File: src/rtl/bram_wr_pkg.sv
// Shared definitions for the PL-side BRAM writer.
// Holds the BRAM port geometry, the status-word magic value, the writer FSM
// state encoding and a helper that turns a word index into a byte address.
package bram_wr_pkg;

  localparam int          BRAM_ADDR_W = 32;
  localparam int          BRAM_DATA_W = 32;
  localparam logic [3:0]  BRAM_WE_ALL = 4'hF;
  localparam int          BRAM_BYTES  = 8192;
  localparam logic [15:0] FLAG_MAGIC  = 16'hA5A5;

  typedef enum logic [1:0] {
    ST_IDLE = 2'd0,
    ST_FILL = 2'd1,
    ST_FLAG = 2'd2,
    ST_DONE = 2'd3
  } wr_state_t;

  // Byte address of a 32-bit word; plain 32-bit arithmetic, no wrap handling.
  function automatic logic [BRAM_ADDR_W-1:0] word_addr(
    input logic [BRAM_ADDR_W-1:0] base,
    input logic [BRAM_ADDR_W-1:0] idx
  );
    return base + (idx << 2);
  endfunction

endpackage

File: src/rtl/bram_wr.sv
// bram_wr: packs a stream of 16-bit samples two per 32-bit word, writes one
// frame of NUM_WORDS words into the PS-shared BRAM starting at BASE_ADDR,
// then writes a status word {A5A5, frame_cnt} at FLAG_ADDR so software can
// see that the frame is complete.
//
// Ports:
//   clk, rst_n          system clock, asynchronous active-low reset
//   start_wr            level input; a low->high edge arms one frame capture
//   data_in, data_valid 16-bit sample and its one-cycle qualifier
//   busy                high from arming until the done pulse
//   done                one-cycle pulse after the status word is written
//   ram_clk, ram_rst    BRAM port clock and active-low reset (pass-through)
//   ram_en, ram_we      registered BRAM enable and byte write enables
//   ram_addr            registered byte address
//   ram_wr_data         registered write data
module bram_wr
  import bram_wr_pkg::*;
#(
  parameter logic [31:0] BASE_ADDR = 32'h0000_0000,
  parameter int          NUM_WORDS = 1024,
  parameter logic [31:0] FLAG_ADDR = 32'h0000_1FFC
) (
  input  logic                   clk,
  input  logic                   rst_n,
  input  logic                   start_wr,
  input  logic [15:0]            data_in,
  input  logic                   data_valid,
  output logic                   busy,
  output logic                   done,
  output logic                   ram_clk,
  output logic                   ram_rst,
  output logic                   ram_en,
  output logic [3:0]             ram_we,
  output logic [BRAM_ADDR_W-1:0] ram_addr,
  output logic [BRAM_DATA_W-1:0] ram_wr_data
);

  // One extra bit so the index can represent NUM_WORDS itself after the last
  // increment without aliasing to zero.
  localparam int               IDX_W    = $clog2(NUM_WORDS) + 1;
  localparam logic [IDX_W-1:0] LAST_IDX = IDX_W'(NUM_WORDS - 1);

  wr_state_t        state;
  logic [IDX_W-1:0] word_idx;
  logic             half;
  logic [15:0]      lo_reg;
  logic [15:0]      frame_cnt;
  logic             start_d;
  logic             start_edge;

  assign ram_clk    = clk;
  assign ram_rst    = rst_n;
  assign start_edge = start_wr & ~start_d;

  // Writer FSM. ram_en/ram_we/done default low every cycle so they only
  // pulse on a write (or the completion cycle); address and data hold their
  // last value between writes. start_d is sampled every cycle so an edge that
  // happens while busy is consumed and never acted on later.
  always_ff @(posedge clk or negedge rst_n) begin
    if (!rst_n) begin
      state       <= ST_IDLE;
      word_idx    <= '0;
      half        <= 1'b0;
      lo_reg      <= '0;
      frame_cnt   <= '0;
      start_d     <= 1'b0;
      busy        <= 1'b0;
      done        <= 1'b0;
      ram_en      <= 1'b0;
      ram_we      <= '0;
      ram_addr    <= '0;
      ram_wr_data <= '0;
    end else begin
      start_d <= start_wr;
      ram_en  <= 1'b0;
      ram_we  <= '0;
      done    <= 1'b0;
      case (state)
        ST_IDLE: begin
          if (start_edge) begin
            state    <= ST_FILL;
            busy     <= 1'b1;
            word_idx <= '0;
            half     <= 1'b0;
          end
        end
        ST_FILL: begin
          if (data_valid) begin
            if (!half) begin
              lo_reg <= data_in;
              half   <= 1'b1;
            end else begin
              // Second sample of the pair goes straight into the high half.
              ram_en      <= 1'b1;
              ram_we      <= BRAM_WE_ALL;
              ram_addr    <= word_addr(BASE_ADDR, 32'(word_idx));
              ram_wr_data <= {data_in, lo_reg};
              half        <= 1'b0;
              word_idx    <= word_idx + IDX_W'(1);
              if (word_idx == LAST_IDX) begin
                state <= ST_FLAG;
              end
            end
          end
        end
        ST_FLAG: begin
          ram_en      <= 1'b1;
          ram_we      <= BRAM_WE_ALL;
          ram_addr    <= FLAG_ADDR;
          ram_wr_data <= {FLAG_MAGIC, frame_cnt};
          frame_cnt   <= frame_cnt + 16'd1;
          state       <= ST_DONE;
        end
        ST_DONE: begin
          done  <= 1'b1;
          busy  <= 1'b0;
          state <= ST_IDLE;
        end
        default: state <= ST_IDLE;
      endcase
    end
  end

endmodule

File: config.mk
export PLATFORM = sky130hd
export DESIGN_NAME = bram_wr
export DESIGN_NICKNAME = d
export VERILOG_FILES = /design/src/rtl/bram_wr_pkg.sv /design/src/rtl/bram_wr.sv
export SDC_FILE = /design/constraint.sdc
export NUM_CORES = 1
export LEC_CHECK = 0
export ABC_AREA = 0
export ABC_CLOCK_PERIOD_IN_PS = 1900
export BUFFER_PORTS_ARGS = -buffer_cell sky130_fd_sc_hd__clkbuf_2
export CAP_MARGIN = 20
export CORE_ASPECT_RATIO = 0.8
export CORE_MARGIN = 3
export CORE_UTILIZATION = 54
export CTS_CLUSTER_DIAMETER = 50
export DETAILED_ROUTE_END_ITERATION = 8
export PLACE_DENSITY = 0.8
export SLEW_MARGIN = 20
export SYNTH_ARGS = -nofsm -noshare
export SYNTH_HDL_FRONTEND = slang
export SYNTH_SLANG_ARGS = --single-unit
File: constraint.sdc
create_clock -name clk -period 1.9 [get_ports clk]
set_input_delay 0.19 -clock clk [delete_from_list [all_inputs] [get_ports clk]]
set_output_delay 0.19 -clock clk [all_outputs]
set_load 0.05 [all_outputs]
==> impl_metrics.tcl, run 1 <==
set metrics [dict create \
    status "finished, final reports clean" \
    numCtsBuffers 9 \
    p_leak_nw 2.240 \
    h-tree-depth 3 \
    synth_area_sq_um 4188 \
    rows 28 \
    wirelength_um 8486 \
    cp_slowest_cell "dfrtp_1" \
    layout_commonest_cell "dfrtp_1" \
    synth_cell_types 45 \
    crit_chain "inv_1, ha_2, nor2b_4, o22ai_4, or4_1, a21oi_1" \
    grt_overflow 0 \
    initial_utilization 0.5612 \
    grt_pass1_vias 2959 \
    vias 2910 \
    cp-end-kind "flop" \
    dr.first_iter.drc_count 124 \
    fin_cells 543 \
    synth-seq-cells 93 \
    drc 0 \
    fin_crit_sh 0.9667 \
    cp-start-kind "flop" \
    port_buffers 71 \
    p_sw_w 0.002204 \
    final_cell_mix "93 x dfrtp_1, 70 x clkbuf_2, 31 x nand2_1" \
    synth_seq_area_share 0.5557 \
    period_needed_ps 1837 \
    cts_tree "yes" \
    die_h_um 84.77 \
    critPathRequiredTime_ps 2180 \
    synth_top_area_frac 0.5557 \
    synth_cells 355 \
    async_flop_share 1.000 \
    drt_pass1_iterations 4 \
    cp_max_fo 7 \
    drive_gt1_frac 0.3059 \
    area_growth_pct 16.16 \
    largest_register_ffs 32 \
    worstPathArrival_ps 2120 \
    rsz0062_at_grt "yes" \
    clockBufferDepth 2 \
    slowest_delay_ps 420 \
    tns_ps 0 \
    routabilityCongestion 0.9176 \
    pwr-share-seq 0.462 \
    dpl.cell_count 525 \
    dpl.hpwl_um 6018 \
    dieArea_sq_um 8854 \
    fmax_mhz 544.4 \
    p_int_w 0.003265 \
    vias_per_cell 5.359 \
    cts_root_buf "clkbuf_8" \
    power_w 0.005469 \
    antenna_found_initial 0 \
    ant_nets 0 \
    crit_type "flop to flop" \
    grt_max_degree 94 \
    drv_cap 0 \
    hold_viol 0 \
    clock_skew_ps 6.261 \
    syn_avg_cell_area_sq_um 11.80 \
    combPwrFrac 0.311 \
    wl_per_cell_um 15.63 \
    path_clk_slew_ps 90 \
    ios 93 \
    crit_buf_inv 1 \
    pwr-share-clk 0.227 \
    min_path_type "primary input to flop" \
    grt.total_usage 0.2035 \
    ys_top_cells_by_area "dfrtp_1 56%, buf_4 5.0%, mux2_2 4.8%" \
    synth_edf_count 0 \
    ir_worst_vdd_v 0.001220 \
    diodes 0 \
    synth_top_area_cell "dfrtp_1" \
    switching_share 0.4030 \
    critPathTopFamily "simple AND/OR/NAND/NOR gates" \
    clk_latency_ps 360 \
    yosysWarningCount 0 \
    grt_first_pass_wirelength_um 14320 \
    drv_slew 0 \
    synth_ff_type "dfrtp_1" \
    num-nets-final 461 \
    coreArea_sq_um 7462 \
    setup_viol 0 \
    die_w_um 104.5 \
    cellPowerDensity_nw_per_um2 1124 \
]
-- cells in the mapped netlist (10+ instances only) --
library cell and count:
mux2_2 18, dfrtp_1 93, mux2i_1 20, nor2_1 12
buf_4 28, o21ai_0 23, o22a_1 16, xnor2_1 13
nand2_1 31, inv_1 10
-- per-stage QoR --
step                      hold WS [ps]  worst slack, ps  utilization  area [sq um]
after global routing             49.36           -45.42       0.6519          4865
after detailed placement         299.4           -15.24       0.6219          4641
after floorplan                 -105.6            204.6            -          4263
final                            57.36            63.25       0.6519          4865
after CTS                        42.19            4.299       0.6470          4828
after global placement           303.8            116.1       0.6219          4641
-- power groups by stage --
| stage | Clock, W | Combinational, W | Sequential (W) |
|---|---|---|---|
| after floorplan | 0.000113 | 0.000599 | 0.00324 |
| after global placement | 0.0000999 | 0.00167 | 0.00254 |
| after detailed placement | 0.0000999 | 0.00170 | 0.00256 |
| after CTS | 0.00128 | 0.00171 | 0.00252 |
| after global routing | 0.00136 | 0.00182 | 0.00258 |
| final | 0.00124 | 0.00170 | 0.00252 |
-- cell type report --
cell class              count  area (sq um)
well taps                 105         131.4
clock inverters             4         23.77
clock buffers              12         146.4
repair buffers             86         528.0
flip-flops and latches     93          2327
multi-input cells         233          1670
inverters                  10         37.54
fillers                   585          2597
-- path summary, 6_finish.rpt --
| path | from | end | slack, ps | cells past startpoint |
|---|---|---|---|---|
| worst max-delay path | state[1] | word_idx[5] | 60 | 6 |
| worst min-delay path | data_in[10] | ram_wr_data[26] | 60 | 2 |
| worst max register to register | state[1] | word_idx[5] | 60 | 6 |
| worst min register to register | ram_wr_data[15] | ram_wr_data[15] | 480 | 2 |
| max in group asynchronous | rst_n | lo_reg[8] | 1100 | 3 |
| min in group asynchronous | rst_n | ram_wr_data[13] | 450 | 3 |
-- worst register-to-register path, cell delays in order (launching register included) --
cell and delay (ps):
dfrtp_1 420, inv_1 150, ha_2 260, nor2b_4 230, o22ai_4 130, or4_1 430
a21oi_1 160
-- layer usage --
metal	GRT usage	vias up	part of all wire
li1	-	1368	-
met1	0.2807	1421	0.46
met2	0.3189	105	0.47
met3	0.04304	16	0.058
met4	0.07971	0	0.021
met5	0	-	0
-- cell families after synthesis --
kind of cell / after synthesis / synth area share
flops: 93 / 0.5557
simple gates: 80 / 0.09859
compound gates: 71 / 0.1225
buf+inv: 49 / 0.07171
mux: 38 / 0.09620
xor+xnor: 16 / 0.03346
fa+ha+maj: 7 / 0.02091
other cells: 1 / 0.0008955
-- what timing repair did --
item                                    4_1_cts  5_1_grt
endpoints found under the setup margin        3        9
hold buffers                                  2        0
hold endpoints to repair                     94        0
gates resized for setup                       1        6
pin swaps                                     0        0
buffers inserted                              0        1
gates cloned                                  0        0
Power figures use the tool's default switching activity.
==> run 2: changes to the inputs <==
--- a/config.mk
+++ b/config.mk
@@ -6,10 +6,9 @@
 export NUM_CORES = 1
 export LEC_CHECK = 0
 export ABC_AREA = 0
-export ABC_CLOCK_PERIOD_IN_PS = 1900
+export ABC_CLOCK_PERIOD_IN_PS = 1930
 export BUFFER_PORTS_ARGS = -buffer_cell sky130_fd_sc_hd__clkbuf_2
 export CAP_MARGIN = 20
-export CORE_ASPECT_RATIO = 0.8
 export CORE_MARGIN = 3
 export CORE_UTILIZATION = 54
 export CTS_CLUSTER_DIAMETER = 50
==> constraint.sdc (replaced) <==
create_clock -name clk -period 1.93 [get_ports clk]
set_input_delay 0.193 -clock clk [delete_from_list [all_inputs] [get_ports clk]]
set_output_delay 0.193 -clock clk [all_outputs]
set_load 0.05 [all_outputs]
==> impl_metrics.tcl, run 2 (synthesis results as in run 1) <==
set metrics [dict create \
    cts_root_buf "clkbuf_8" \
    worstReg2RegStart "state[0]" \
    fmax_mhz 565.1 \
    drv_cap 0 \
    cp-start-kind "flop" \
    final_cell_mix "93 x dfrtp_1, 71 x clkbuf_2, 31 x nand2_1" \
    rr_worst_depth 6 \
    layout_commonest_cell "dfrtp_1" \
    grt_max_degree 94 \
    initial_utilization 0.5683 \
    ant_nets 0 \
    drive_gt1_frac 0.3128 \
    drt_pass1_iterations 4 \
    min_path_type "primary input to flop" \
    setup_viol 0 \
    cp_max_fo 5 \
    worstPathArrival_ps 2060 \
    vias_per_cell 5.387 \
    die_h_um 94.07 \
    fin_cells 537 \
    critPathRequiredTime_ps 2220 \
    cp-startpoint "state[0]" \
    numCtsBuffers 9 \
    ir_worst_vdd_v 0.0008109 \
    grt.total_usage 0.2026 \
    grt_first_pass_wirelength_um 13740 \
    num-nets-final 460 \
    path_clk_slew_ps 90 \
    wl_per_cell_um 15.96 \
    largest_register_ffs 32 \
    wirelength_um 8573 \
    dr.first_iter.drc_count 107 \
    diodes 0 \
    fin_crit_sh 0.9169 \
    clockBufferDepth 2 \
    rows 31 \
    period_needed_ps 1770 \
    ios 93 \
    drv_slew 0 \
    cts_tree "yes" \
    cellPowerDensity_nw_per_um2 1126 \
    rsz0062_at_grt "no" \
    vias 2893 \
    critPathCapture "frame_cnt[12]" \
    status "finished, final reports clean" \
    grt_pass1_vias 2849 \
    hold_viol 0 \
    cts_setup_buffers 0 \
    tns_ps 0 \
    area_growth_pct 15.75 \
    dieArea_sq_um 8848 \
    dpl.cell_count 519 \
    place_area_sq_um 4608 \
    p_leak_nw 2.233 \
    grt_overflow 0 \
    h-tree-depth 3 \
    fin_area_sq_um 4847 \
    power_w 0.005458 \
    antenna_found_initial 0 \
    routabilityCongestion 0.8063 \
    clk_latency_ps 360 \
    cp-end-kind "flop" \
    crit_type "flop to flop" \
    dpl.hpwl_um 6152 \
    die_w_um 94.07 \
    reg2reg_slack_ps 160 \
    post-route-util 0.6577 \
    coreArea_sq_um 7370 \
    r2r_end "frame_cnt[12]" \
    port_buffers 71 \
    clock_skew_ps 7.657 \
    drc 0 \
]
[run 2: changes by cell type in the layout (fill, tap and decap cells not counted), sizes merged]
| cell | previous run | this run |
|---|---|---|
| clkinv | 3 | 4 |
| inv | 10 | 12 |
| clkinvlp | 1 | 0 |
| clkbuf | 81 | 80 |
| buf | 15 | 14 |
[run 2: worst max-delay path, cell delays in order (launching register included)]
cell     delay (ps)
dfrtp_1         460
inv_2           140
ha_2            230
nand4_1         160
or2_1           350
nor3_2          200
xor2_1          160
[run 2: worst min-delay path by stage]
stage	slack (ps)	start	end	depth (start not counted)
floorplan	-100	rst_n	busy	0
global placement	280	rst_n	done	2
detailed placement	300	rst_n	ram_wr_data[1]	2
CTS	50	data_in[10]	ram_wr_data[26]	2
global route	50	data_in[10]	ram_wr_data[26]	2
finish	60	data_in[2]	ram_wr_data[18]	2
[run 2: final cells by class]
cell class	instances	area (sq um)
fill	560	2522
clock buffer	11	133.9
clock inverter	6	46.29
tap	99	123.9
multi-input combinational	233	1683
inverter	10	37.54
timing repair buffer	85	495.5
sequential	93	2327
[run 2: what timing repair did]
action                     4_1_cts  5_1_grt
hold endpoints to repair        94        0
setup endpoints to repair        0        9
hold buffers                     2        0
resized for setup                0       10
[run 2: per-layer routing]
metal,vias up,GRT usage,routed length [um],share of wire
li1,1366,-,-,-
met1,1417,0.2827,3876,0.45
met2,94,0.3051,3983,0.46
met3,16,0.04567,542,0.063
met4,0,0.08785,170,0.020
met5,-,0,0,0
[run 2: stage by stage]
step,setup WS [ps],hold WS [ps]
2_1_floorplan,234.6,-102.6
3_3_place_gp,139.1,284.3
3_5_place_dp,49.16,295.9
4_1_cts,38.52,45.82
5_1_grt,40.27,51.25
6_report,160.4,55.04
[run 2: power by group]
| group | switching, W | internal [W] |
|---|---|---|
| logic | 0.00123 | 0.000438 |
| clock network | 0.000788 | 0.000497 |
| registers | 0.000241 | 0.00226 |
